===== src/rtl/mul_issue_queue.sv =====
// rtl/mul_issue_queue.sv - operand FIFO and single-flight issue controller for the Booth multiplier
// Optional WAIT watchdog enabled by defining MUL_ISSUE_TIMEOUT_EN.
module mul_issue_queue #(
    parameter int N       = 8,
    parameter int DEPTH   = 4,
    parameter int TIMEOUT = 64
) (
    input  logic                     Clk,
    input  logic                     Rst,
    input  logic                     In_Vld,
    output logic                     In_Rdy,
    input  logic [N-1:0]             In_M,
    input  logic [N-1:0]             In_R,
    output logic                     Mul_Ld,
    output logic [N-1:0]             Mul_M,
    output logic [N-1:0]             Mul_R,
    input  logic                     Mul_Valid,
    input  logic [2*N-1:0]           Mul_P,
    output logic                     Out_Vld,
    input  logic                     Out_Rdy,
    output logic [2*N-1:0]           Out_P,
    output logic                     Out_Err,
    output logic [$clog2(DEPTH):0]   Count
);

    localparam int AW = $clog2(DEPTH);
    localparam int CW = AW + 1;
    localparam logic [CW-1:0] FULL_CNT = CW'(DEPTH);

    if (DEPTH < 2 || (DEPTH & (DEPTH - 1)) != 0 || TIMEOUT < 1) begin : g_bad_cfg
        $error("mul_issue_queue: DEPTH must be a power of two >= 2 and TIMEOUT >= 1");
    end

    typedef enum logic [1:0] {
        S_IDLE,
        S_ISSUE,
        S_WAIT,
        S_HOLD
    } state_t;

    state_t             state_q, state_d;
    logic [2*N-1:0]     mem_q [DEPTH];
    logic [AW-1:0]      wr_ptr_q, rd_ptr_q;
    logic [CW-1:0]      count_q, count_d;
    logic [N-1:0]       mul_m_q, mul_m_d;
    logic [N-1:0]       mul_r_q, mul_r_d;
    logic               mv_q;
    logic               out_vld_q, out_vld_d;
    logic [2*N-1:0]     out_p_q, out_p_d;
    logic [2*N-1:0]     head;
    logic               full, push, pop, mv_edge;

    assign full    = (count_q == FULL_CNT);
    assign push    = In_Vld && !full;
    assign pop     = (state_q == S_ISSUE);
    assign mv_edge = Mul_Valid && !mv_q;
    assign head    = mem_q[rd_ptr_q];

`ifdef MUL_ISSUE_TIMEOUT_EN
    localparam int TW = $clog2(TIMEOUT + 1);
    logic [TW-1:0] tmr_q;
    logic          timeout_hit;
    logic          out_err_q, out_err_d;

    assign timeout_hit = (tmr_q == TW'(TIMEOUT - 1));

    // Counts cycles spent in WAIT; any other state holds it at zero.
    always_ff @(posedge Clk) begin
        if (Rst || state_q != S_WAIT) begin
            tmr_q <= '0;
        end else begin
            tmr_q <= tmr_q + TW'(1);
        end
    end

    always_ff @(posedge Clk) begin
        if (Rst) begin
            out_err_q <= 1'b0;
        end else begin
            out_err_q <= out_err_d;
        end
    end

    assign Out_Err = out_err_q;
`else
    assign Out_Err = 1'b0;
`endif

    always_comb begin
        state_d   = state_q;
        mul_m_d   = mul_m_q;
        mul_r_d   = mul_r_q;
        out_vld_d = out_vld_q;
        out_p_d   = out_p_q;
`ifdef MUL_ISSUE_TIMEOUT_EN
        out_err_d = out_err_q;
`endif
        case (state_q)
            S_IDLE: begin
                if (count_q != '0) begin
                    state_d = S_ISSUE;
                    mul_m_d = head[2*N-1:N];
                    mul_r_d = head[N-1:0];
                end
            end
            S_ISSUE: begin
                state_d = S_WAIT;
            end
            S_WAIT: begin
                if (mv_edge) begin
                    out_p_d   = Mul_P;
                    out_vld_d = 1'b1;
                    state_d   = S_HOLD;
`ifdef MUL_ISSUE_TIMEOUT_EN
                    out_err_d = 1'b0;
                end else if (timeout_hit) begin
                    out_p_d   = '0;
                    out_vld_d = 1'b1;
                    out_err_d = 1'b1;
                    state_d   = S_HOLD;
`endif
                end
            end
            S_HOLD: begin
                // Back-to-back issue straight from HOLD saves an IDLE cycle.
                if (Out_Rdy) begin
                    out_vld_d = 1'b0;
                    if (count_q != '0) begin
                        state_d = S_ISSUE;
                        mul_m_d = head[2*N-1:N];
                        mul_r_d = head[N-1:0];
                    end else begin
                        state_d = S_IDLE;
                    end
                end
            end
            default: state_d = S_IDLE;
        endcase
    end

    always_comb begin
        count_d = count_q;
        if (push && !pop) begin
            count_d = count_q + CW'(1);
        end else if (!push && pop) begin
            count_d = count_q - CW'(1);
        end
    end

    always_ff @(posedge Clk) begin
        if (push) begin
            mem_q[wr_ptr_q] <= {In_M, In_R};
        end
    end

    always_ff @(posedge Clk) begin
        if (Rst) begin
            state_q   <= S_IDLE;
            wr_ptr_q  <= '0;
            rd_ptr_q  <= '0;
            count_q   <= '0;
            mul_m_q   <= '0;
            mul_r_q   <= '0;
            mv_q      <= 1'b0;
            out_vld_q <= 1'b0;
            out_p_q   <= '0;
        end else begin
            state_q   <= state_d;
            count_q   <= count_d;
            mul_m_q   <= mul_m_d;
            mul_r_q   <= mul_r_d;
            mv_q      <= Mul_Valid;
            out_vld_q <= out_vld_d;
            out_p_q   <= out_p_d;
            if (push) begin
                wr_ptr_q <= wr_ptr_q + AW'(1);
            end
            if (pop) begin
                rd_ptr_q <= rd_ptr_q + AW'(1);
            end
        end
    end

    assign In_Rdy  = !full;
    assign Mul_Ld  = (state_q == S_ISSUE);
    assign Mul_M   = mul_m_q;
    assign Mul_R   = mul_r_q;
    assign Out_Vld = out_vld_q;
    assign Out_P   = out_p_q;
    assign Count   = count_q;

endmodule


===== config.mk =====
export PLATFORM = sky130hd
export DESIGN_NAME = mul_issue_queue
export DESIGN_NICKNAME = d
export VERILOG_FILES = /design/src/rtl/mul_issue_queue.sv
export SDC_FILE = /design/constraint.sdc
export NUM_CORES = 1
export LEC_CHECK = 0
export BUFFER_PORTS_ARGS = -buffer_cell sky130_fd_sc_hd__clkbuf_2
export CORE_UTILIZATION = 54
export CTS_BUF_LIST = sky130_fd_sc_hd__clkbuf_4 sky130_fd_sc_hd__clkbuf_8
export DETAILED_ROUTE_END_ITERATION = 8
export PLACE_DENSITY = 0.75
export SYNTH_ARGS = -nofsm -noshare
export SYNTH_HDL_FRONTEND = slang
export SYNTH_SLANG_ARGS = --single-unit
export TNS_END_PERCENT = 1

===== constraint.sdc =====
create_clock -name Clk -period 6.2 [get_ports Clk]
set_input_delay 0 -clock Clk [delete_from_list [all_inputs] [get_ports Clk]]
set_output_delay 0 -clock Clk [all_outputs]
set_load 0.1 [all_outputs]

* Word level (Yosys, flattened, before mapping) *
Memory sizes are Yosys's and may differ from the RTL's. A register that Yosys moved wholly into a read port is not among the register bits.
Index checks and enable logic that the tools add are counted.

word-level totals
  register bits = 43
  latch bits = 0
  RAM bits = 64
  ROM bits = 0
  bits of input ports = 37
  output and inout bits = 39
  word-level logic and storage cells = 58
  memories = 1

memory list
  name   depth  bits a word  rd ports  clocked after Yosys merged registers in  write ports  RTL line  text
  mem_q  4      16           1         1                                        1            42        logic [2*N-1:0] mem_q [DEPTH];

cells by class
  add/sub/neg operators = 4
  $mul = 0
  divide/modulo/power cells = 0
  magnitude comparators = 0
  equal/unequal tests = 7
  shifts and indexed selects = 0
  multiplexer cells = 20
  bitwise logic cells = 0
  reductions and logical operators = 17

operators with widths
  cell                 number
  $mux 8               4
  $pmux 8 s2           2
  $mux 2               5
  $pmux 2 s4           1
  $mux 3               2
  $ne 2x2->1 const B   3
  $reduce_and 3->1     2
  $reduce_bool 2->1    3
  $mux 1               5
  $add 2x1->2 const B  2
  $eq 2x2->1 const B   2
  $logic_and 1x1->1    4
  $logic_not 1->1      4
  $reduce_and 2->1     2
  $add 3x1->3 const B  1
  $eq 3x3->1 const B   1
  $reduce_bool 3->1    1
  $sub 3x1->3 const B  1
  $eq 2x1->1 const B   1
  $logic_not 2->1      1
  $pmux 1 s2           1

* Longest topological paths before layout *
Gate-level depths: netlist (run 1).

  depth after elaboration = 7
  gate-level depth with buffers = 9
  mapped depth without buffers = 9

* Least setup slack after synthesis (run 1) *
OpenSTA, ideal clock, no wires.

  path type = register to register
  from = register count_q[0] (netlist: Count[0])
  to = register count_q[2] (netlist: Count[2])
  setup time = 0.071 ns
  arrival = 2.880 ns
  data required time = 6.129 ns
  setup slack = 3.249 ns
  cell stages (with the launch flop) = 9
  path buffers = 0
  clock period less this slack = 2.951 ns
  cell sequence = dfxtp_1 > nor2_1 > a21boi_2 > ha_1 > inv_1 > fa_1 > xor2_1 > or3_2 > a21oi_1

between the ends
  cells in the longest elaborated chain, start to end = 6
  elaborated cells between the ends (all ways) = 11
  those cells by class = add/sub: 2; eq/ne: 1; mux: 2; reduce/logical: 6

ends and longest elaborated chain
  what                         RTL line  text
  from (decl)                  44        logic [CW-1:0] count_q, count_d;
  from (signal assigned)       169       count_q <= count_d;
  $eq 3x3->1 (*)               53        assign full = (count_q == FULL_CNT);
  $logic_not 1->1 (*)          54        assign push = In_Vld && !full;
  $logic_and 1x1->1 (*)        54
  named net push               51        logic full, push, pop, mv_edge;
  $logic_not 1->1              145       end else if (!push && pop) begin
  $logic_and 1x1->1            145
  $reduce_bool 2->1 (no line)  n/a

Mark *: on every way through the listed nets, which the timed path passes. The rest lies on a longest branch. The select of a mux whose other input is x is not followed.
A chain may end at the register's enable or synchronous reset.

* Worst setup path in the final report (run 1) *
Ends and elaborated chain as after synthesis.

==> results of run 1 <==
[where the power goes]
part	switching (uW)	total, uW	internal, uW
Sequential	106	1000	897
Combinational	786	1060	277
Clock	233	380	147
Total	1130	2450	1320
[worst reg2reg max path: cells and delay by family, from the launching register on]
kind                     cells  cell delay [ps]
AND/OR/NAND/NOR              2              540
XOR/XNOR                     1              180
buffers and inverters        1               60
AO/OA/AOI/OAI                2              440
flip-flops                   1              510
adder cells (fa/ha/maj)      2              620
[logic make-up after synthesis]
logic type	Yosys count	synth area share, %
buf+inv	22	3.10
other cells	1	0.0884
flops	109	66.5
compound gates	42	6.46
xor+xnor	5	1.03
fa+ha+maj	11	3.42
simple gates	95	9.96
mux	20	9.43
[cell usage in the layout, fill, tap and decap left out]
cell type	count
clkbuf_2	74
nand2_1	65
edfxtp_1	64
dfxtp_1	45
dlygate4sd3_1	34
a21oi_1	26
mux4_2	16
a21oi_2	10
ha_1	10
nor2_1	9
clkbuf_8	9
inv_1	6
and2_1	5
mux2i_1	4
nand2_2	4
xor2_1	3
nor2b_1	3
xnor2_1	2
clkinvlp_4	2
clkinv_4	2
a21boi_2	1
nor3_4	1
nand4b_1	1
o31ai_1	1
nand2b_1	1
nor3_1	1
a221oi_2	1
nor3b_1	1
or3_1	1
o21ai_0	1
or3_2	1
nor2_2	1
or2_1	1
a21bo_2	1
o21bai_1	1
fa_1	1
conb_1	1
clkinv_2	1
inv_6	1
clkinv_1	1
[layout make-up]
cell class              instances  area, um2  share of cell area, %
well taps                      99        124                   2.41
clock buffers                   9        124                   2.41
flip-flops and latches        109       2820                   54.9
repair buffers                108        711                   13.8
inverters                       6       22.5                  0.438
clock inverters                 7       50.0                  0.973
multi-input cells             174       1290                   25.1
[registers in the layout (all words and copies together) (netlist names), 2 cells and up, named ones only]
signal,count
mem_q,64
Out_P,16
Mul_M,8
Mul_R,8
Count,3
rd_ptr_q,2
state_q,2
wr_ptr_q,2
[metal layers]
metal  wire length (um)  vias up
met1               3370     1220
li1                   -     1278
met2               3950       79
met4                 29        0
met5                  0        -
met3                407        2
[through the flow]
stage | instances | total power [uW] | worst slack, ps | utilization, % | cell area, um2
2_1_floorplan | 305 | 1940 | 3250 | - | 4240
3_3_place_gp | 462 | 2050 | 3890 | 62.5 | 4630
3_5_place_dp | 462 | 2080 | 3760 | 62.5 | 4630
4_1_cts | 512 | 2470 | 3730 | 69.4 | 5140
5_1_grt | 512 | 2570 | 3610 | 69.4 | 5140
6_report | 512 | 2450 | 3750 | 69.4 | 5140
[worst min path at each step]
stage	endpoint	cells past startpoint	from	slack (ps)
finish	wr_ptr_q[0]	4	In_Vld	120
global route	wr_ptr_q[0]	4	In_Vld	140
CTS	wr_ptr_q[0]	4	In_Vld	110
detailed placement	mem_q[1][12]	1	In_M[4]	220
global placement	mem_q[2][1]	1	In_R[1]	220
floorplan	mem_q[0][0]	0	In_R[0]	100
[timing repair]
item / in CTS / in global routing
hold buffers: 34 / 0
hold endpoints to repair: 82 / 0
setup buffers: 0 / 0
gates resized for setup: 0 / 0
==> flow_metrics.env, run 1 <==
export IMPL_slowest_stage="dfxtp_1"
export IMPL_crit_type="flop to flop"
export IMPL_required_ps=6470
export IMPL_crit_path_end_kind="flop"
export IMPL_viasPerCell=5.04
export IMPL_initial_utilization_pct=57.3
export IMPL_htreeDepth=3
export IMPL_fin_setup_tns_ps=0
export IMPL_syn_area_um2=4240
export IMPL_min_period_over_period_pct=39.5
export IMPL_finClkSkew_ps=5.22
export IMPL_status="finished, final reports clean"
export IMPL_synthTopCellsByCount="nand2_1 (65), edfxtp_1 (64), dfxtp_1 (45)"
export IMPL_path_cells="nor2_1, a21boi_2, ha_1, inv_1, fa_1, xor2_1, or3_2, a21oi_1"
export IMPL_fmax_mhz=408
export IMPL_cts_sinks=109
export IMPL_clkTransAtPathRegs_ps=100
export IMPL_reg2reg_from="Count[0]"
export IMPL_crit_cells=8
export IMPL_fill_cells=526
export IMPL_synth_edf_count=64
export IMPL_core_um2=7410
export IMPL_hold_class="input port to flop"
export IMPL_grt_max_degree=48
export IMPL_timing_rr_end="Count[2]"
export IMPL_ff2ff_setup_slack_ps=3750
export IMPL_syn_avg_cell_area_um2=13.9
export IMPL_crit_fanout=7
export IMPL_cts_root_buffer="clkbuf_8"
export IMPL_setup_worst_path_end="Count[2]"
export IMPL_grt_pass1_wl_um=12800
export IMPL_leakage_uw=0.00190
export IMPL_final_nets=456
export IMPL_reg2reg_depth=8
export IMPL_relSlewSlack_pct=26.8
export IMPL_synth_top_area_cell="edfxtp_1"
export IMPL_ys_top_cells_by_area="edfxtp_1 (45%), dfxtp_1 (21%), mux4_2 (8.5%)"
export IMPL_use_met2_pct=34.8
export IMPL_ir_worst_vdd_mv=0.221
export IMPL_gp_routability_congestion=0.746
export IMPL_holdWs_ps=120
export IMPL_drive_gt1_share_pct=30.3
export IMPL_area_delta_synth_final_pct=21.2
export IMPL_dieHeight_um=90.7
export IMPL_synthFlopType="edfxtp_1"
export IMPL_grt_overflow=0
export IMPL_drv_cap=0
export IMPL_cp_top_family="adder cells"
export IMPL_grt_pass1_vias=2613
export IMPL_yosysMostFrequentCell="nand2_1"
export IMPL_p_per_area_nw_per_um2=476
export IMPL_met3_usage_pct=4.80
export IMPL_vias=2579
export IMPL_startpoint="Count[0]"
export IMPL_synth_seq_area_share_pct=66.5
export IMPL_grt_usage_pct=20.5
export IMPL_synth_cells=305
export IMPL_die_area_um2=8220
export IMPL_slew_violations=0
export IMPL_tightest_slew_ps=1100
export IMPL_ys_seq_elements=109
export IMPL_slowest_delay_ps=510
export IMPL_wl_per_cell_um=15.2
export IMPL_drt_total_wl_um=7760
export IMPL_final_setup_viol_count=0
export IMPL_start_kind="flop"
export IMPL_clockBufferDepth=2
export IMPL_finalHoldViolCount=0
export IMPL_critPathBufInv=1
export IMPL_worstPathArrival_ps=2720
export IMPL_drtAntennaViolNets=0
export IMPL_dr_pass1_iters=5
export IMPL_cts_buffers=9
export IMPL_cts_tree="built"
export IMPL_rsz0062_at_grt="false"
export IMPL_drc=0
export IMPL_antenna_cells=0
export IMPL_synth_warning_count=0
export IMPL_min_period_ps=2450
export IMPL_syn_nets=353
export IMPL_synthArstFlopShare_pct=0
export IMPL_insertion_delay_ps=350
export IMPL_io_pins=76
export IMPL_met1_usage_pct=26.4
export IMPL_antenna_found_initial=0
export IMPL_hpwlAfterDp_um=4810
export IMPL_port_buffers=74
export IMPL_yosysUniqueCellTypes=39
export IMPL_rows=31
export IMPL_synth_top_area_share_pct=45.3
export IMPL_busiest_layer="met2"
export IMPL_fp_dieW_um=90.7
export IMPL_drt_iter0_markers=85
No activity file was read; power rests on OpenSTA's default activity.
==> inputs of run 2 (changes only) <==
--- a/config.mk
+++ b/config.mk
@@ -5,11 +5,12 @@
 export SDC_FILE = /design/constraint.sdc
 export NUM_CORES = 1
 export LEC_CHECK = 0
+export ABC_AREA = 1
 export BUFFER_PORTS_ARGS = -buffer_cell sky130_fd_sc_hd__clkbuf_2
 export CORE_UTILIZATION = 54
 export CTS_BUF_LIST = sky130_fd_sc_hd__clkbuf_4 sky130_fd_sc_hd__clkbuf_8
 export DETAILED_ROUTE_END_ITERATION = 8
-export PLACE_DENSITY = 0.75
+export PLACE_DENSITY = 0.74
 export SYNTH_ARGS = -nofsm -noshare
 export SYNTH_HDL_FRONTEND = slang
 export SYNTH_SLANG_ARGS = --single-unit
==> constraint.sdc (replaced) <==
create_clock -name Clk -period 2.28 [get_ports Clk]
set_input_delay 0 -clock Clk [delete_from_list [all_inputs] [get_ports Clk]]
set_output_delay 0 -clock Clk [all_outputs]
set_load 0.1 [all_outputs]
==> run 2 against run 1 <==
Effect of this change:
- register-to-register slack lost 3400 ps
- clock power grew to 2.8 times the previous value
- largest cell class unchanged
- die area is 0.95% higher
==> flow_metrics.env, run 2 <==
export IMPL_yosysMostFrequentCell="edfxtp_1"
export IMPL_synthFlopType="edfxtp_1"
export IMPL_hpwlAfterDp_um=5010
export IMPL_synth_cells=403
export IMPL_syn_avg_cell_area_um2=10.6
export IMPL_setup_worst_path_end="Out_P[2]"
export IMPL_grt_pass1_wl_um=13300
export IMPL_io_pins=76
export IMPL_finalHoldViolCount=0
export IMPL_drtAntennaViolNets=0
export IMPL_syn_area_um2=4290
export IMPL_layout_commonest_cell="clkbuf_2"
export IMPL_required_ps=2530
export IMPL_final_nets=558
export IMPL_synth_warning_count=0
export IMPL_worstPathArrival_ps=2160
export IMPL_slowest_delay_ps=480
export IMPL_largest_register="mem_q"
export IMPL_layout_common_cells="clkbuf_2 (74), edfxtp_1 (64), nor2_1 (55), dfxtp_1 (42), nand2_1 (42)"
export IMPL_relSlewSlack_pct=57.7
export IMPL_start_kind="flop"
export IMPL_port_buffers=74
export IMPL_fin_ws_ps=366
export IMPL_die_area_um2=8300
export IMPL_cts_tree="built"
export IMPL_fmax_mhz=523
export IMPL_status="finished, final reports clean"
export IMPL_rsz0062_at_grt="false"
export IMPL_wl_per_cell_um=13.6
export IMPL_drt_total_wl_um=8360
export IMPL_synth_top_area_share_pct=44.8
export IMPL_fp_dieW_um=91.1
export IMPL_yosysUniqueCellTypes=27
export IMPL_path_cells="inv_1, ha_1, nand3_2, clkinv_1, nand2_1, a21oi_1"
export IMPL_crit_path_end_kind="flop"
export IMPL_synth_edf_count=64
export IMPL_gp_routability_congestion=0.769
export IMPL_drt_iter0_markers=161
export IMPL_hold_class="input port to flop"
export IMPL_viasPerCell=5.04
export IMPL_ys_seq_elements=109
export IMPL_ir_worst_vdd_mv=0.568
export IMPL_cts_buffers=9
export IMPL_grt_usage_pct=20.9
export IMPL_syn_nets=451
export IMPL_grt_overflow=0
export IMPL_clockBufferDepth=2
export IMPL_area_delta_synth_final_pct=23.4
export IMPL_htreeDepth=3
export IMPL_finClkSkew_ps=16.7
export IMPL_drc=0
export IMPL_initial_utilization_pct=55.7
export IMPL_synth_top_area_cell="edfxtp_1"
export IMPL_cts_sinks=109
export IMPL_p_per_area_nw_per_um2=1220
export IMPL_synthArstFlopShare_pct=0
export IMPL_drv_cap=0
export IMPL_startpoint="state_q[0]"
export IMPL_clkTransAtPathRegs_ps=100
export IMPL_synthTopCellsByCount="edfxtp_1 (64), nor2_1 (59), dfxtp_1 (45)"
export IMPL_antenna_found_initial=0
export IMPL_drive_gt1_share_pct=22.1
export IMPL_dieHeight_um=91.1
export IMPL_ff2ff_setup_slack_ps=370
export IMPL_fin_util_pct=68.8
export IMPL_cts_root_buffer="clkbuf_8"
export IMPL_reg2reg_depth=6
export IMPL_min_period_over_period_pct=83.9
export IMPL_vias=3108
export IMPL_reg2reg_from="state_q[0]"
export IMPL_largest_reg_flops=64
export IMPL_final_setup_viol_count=0
export IMPL_dr_pass1_iters=5
export IMPL_dp_slack_ps=393
export IMPL_grt_max_degree=33
export IMPL_antenna_cells=0
export IMPL_core_um2=7690
export IMPL_crit_fanout=17
export IMPL_synth_seq_area_share_pct=65.9
export IMPL_timing_rr_end="Out_P[2]"
export IMPL_grt_pass1_vias=2969
export IMPL_min_period_ps=1910
export IMPL_ys_top_cells_by_area="edfxtp_1 (45%), dfxtp_1 (21%), nor2_1 (5.2%)"
export IMPL_leakage_uw=0.00207
export IMPL_insertion_delay_ps=370
export IMPL_slowest_stage="clkinv_1"
export IMPL_rows=32
export IMPL_crit_type="flop to flop"
export IMPL_fin_setup_tns_ps=0
export IMPL_tightest_slew_ps=632
export IMPL_slew_violations=0
==> run 2: cell types whose count changed after synthesis, sizes merged, moves of 4 or more <==
cell / delta
o21ai: +55
nor2: +50
inv: +30
nand2: -25
mux4: -16
o21a: +16
a21oi: +6
buf: +6
nand3: +6
and2: -5
mux2i: -4
==> run 2: repair_timing <==
item,4_1_cts,5_1_grt
hold buffers,34,0
resized for setup,0,0
endpoints found under the hold margin,83,0
setup buffers,0,0
==> run 2: per-layer routing <==
metal  vias up  global-route usage [%]  wire length, um
met5         -                       0                0
met4         0                    6.88               25
met3         4                    5.95              393
met2        80                    36.0             4350
met1      1458                    25.2             3590
li1       1566                       -                -
==> run 2: cell families (layout without fill, tap and decap cells) <==
kind of cell	Yosys count	in the layout	share of synthesized area, %
AO/OA/AOI/OAI	115	115	14.7
AND/OR/NAND/NOR	111	111	10.2
flip-flops	109	109	65.9
buffers and inverters	56	168	5.78
adder cells (fa/ha/maj)	11	11	3.39
other	1	1	0.0875
==> run 2: cell type report <==
cell class | instances | area, um2
sequential | 109 | 2830
tap | 102 | 128
multi-input combinational | 238 | 1240
clock inverter | 7 | 58.8
inverter | 37 | 139
clock buffer | 9 | 124
timing repair buffer | 115 | 763
fill | 587 | 2400
==> run 2: stage by stage <==
stage,instance area (um2),power [uW],cells,hold slack (ps)
6_report,5290,6450,617,105
5_1_grt,5290,6800,617,141
4_1_cts,5290,6480,617,88.0
3_5_place_dp,4770,5380,567,220
3_3_place_gp,4770,5310,567,217
2_1_floorplan,4320,4980,403,98.9
==> run 2: worst min path at each step <==
stage	start	end	slack, ps	cells after the start
floorplan	In_R[0]	mem_q[0][0]	100	0
global placement	In_R[6]	mem_q[3][6]	220	1
detailed placement	In_M[1]	mem_q[2][9]	220	1
CTS	Out_Rdy	state_q[1]	90	5
global route	Out_Rdy	state_q[1]	140	5
finish	Out_Rdy	state_q[1]	110	5
==> run 2: worst max-delay path: cells and delay by family, from the launching register on <==
| kind | cells | cell delay (ps) |
|---|---|---|
| AOI/OAI and AO/OA | 1 | 90 |
| and+or+nand+nor | 2 | 460 |
| adders and majority gates | 1 | 240 |
| DFF | 1 | 420 |
| buffers and inverters | 2 | 580 |
==> run 2: report_power, final <==
group | internal, uW | switching [uW]
clock | 409 | 655
sequential | 2420 | 173
combinational | 651 | 2140
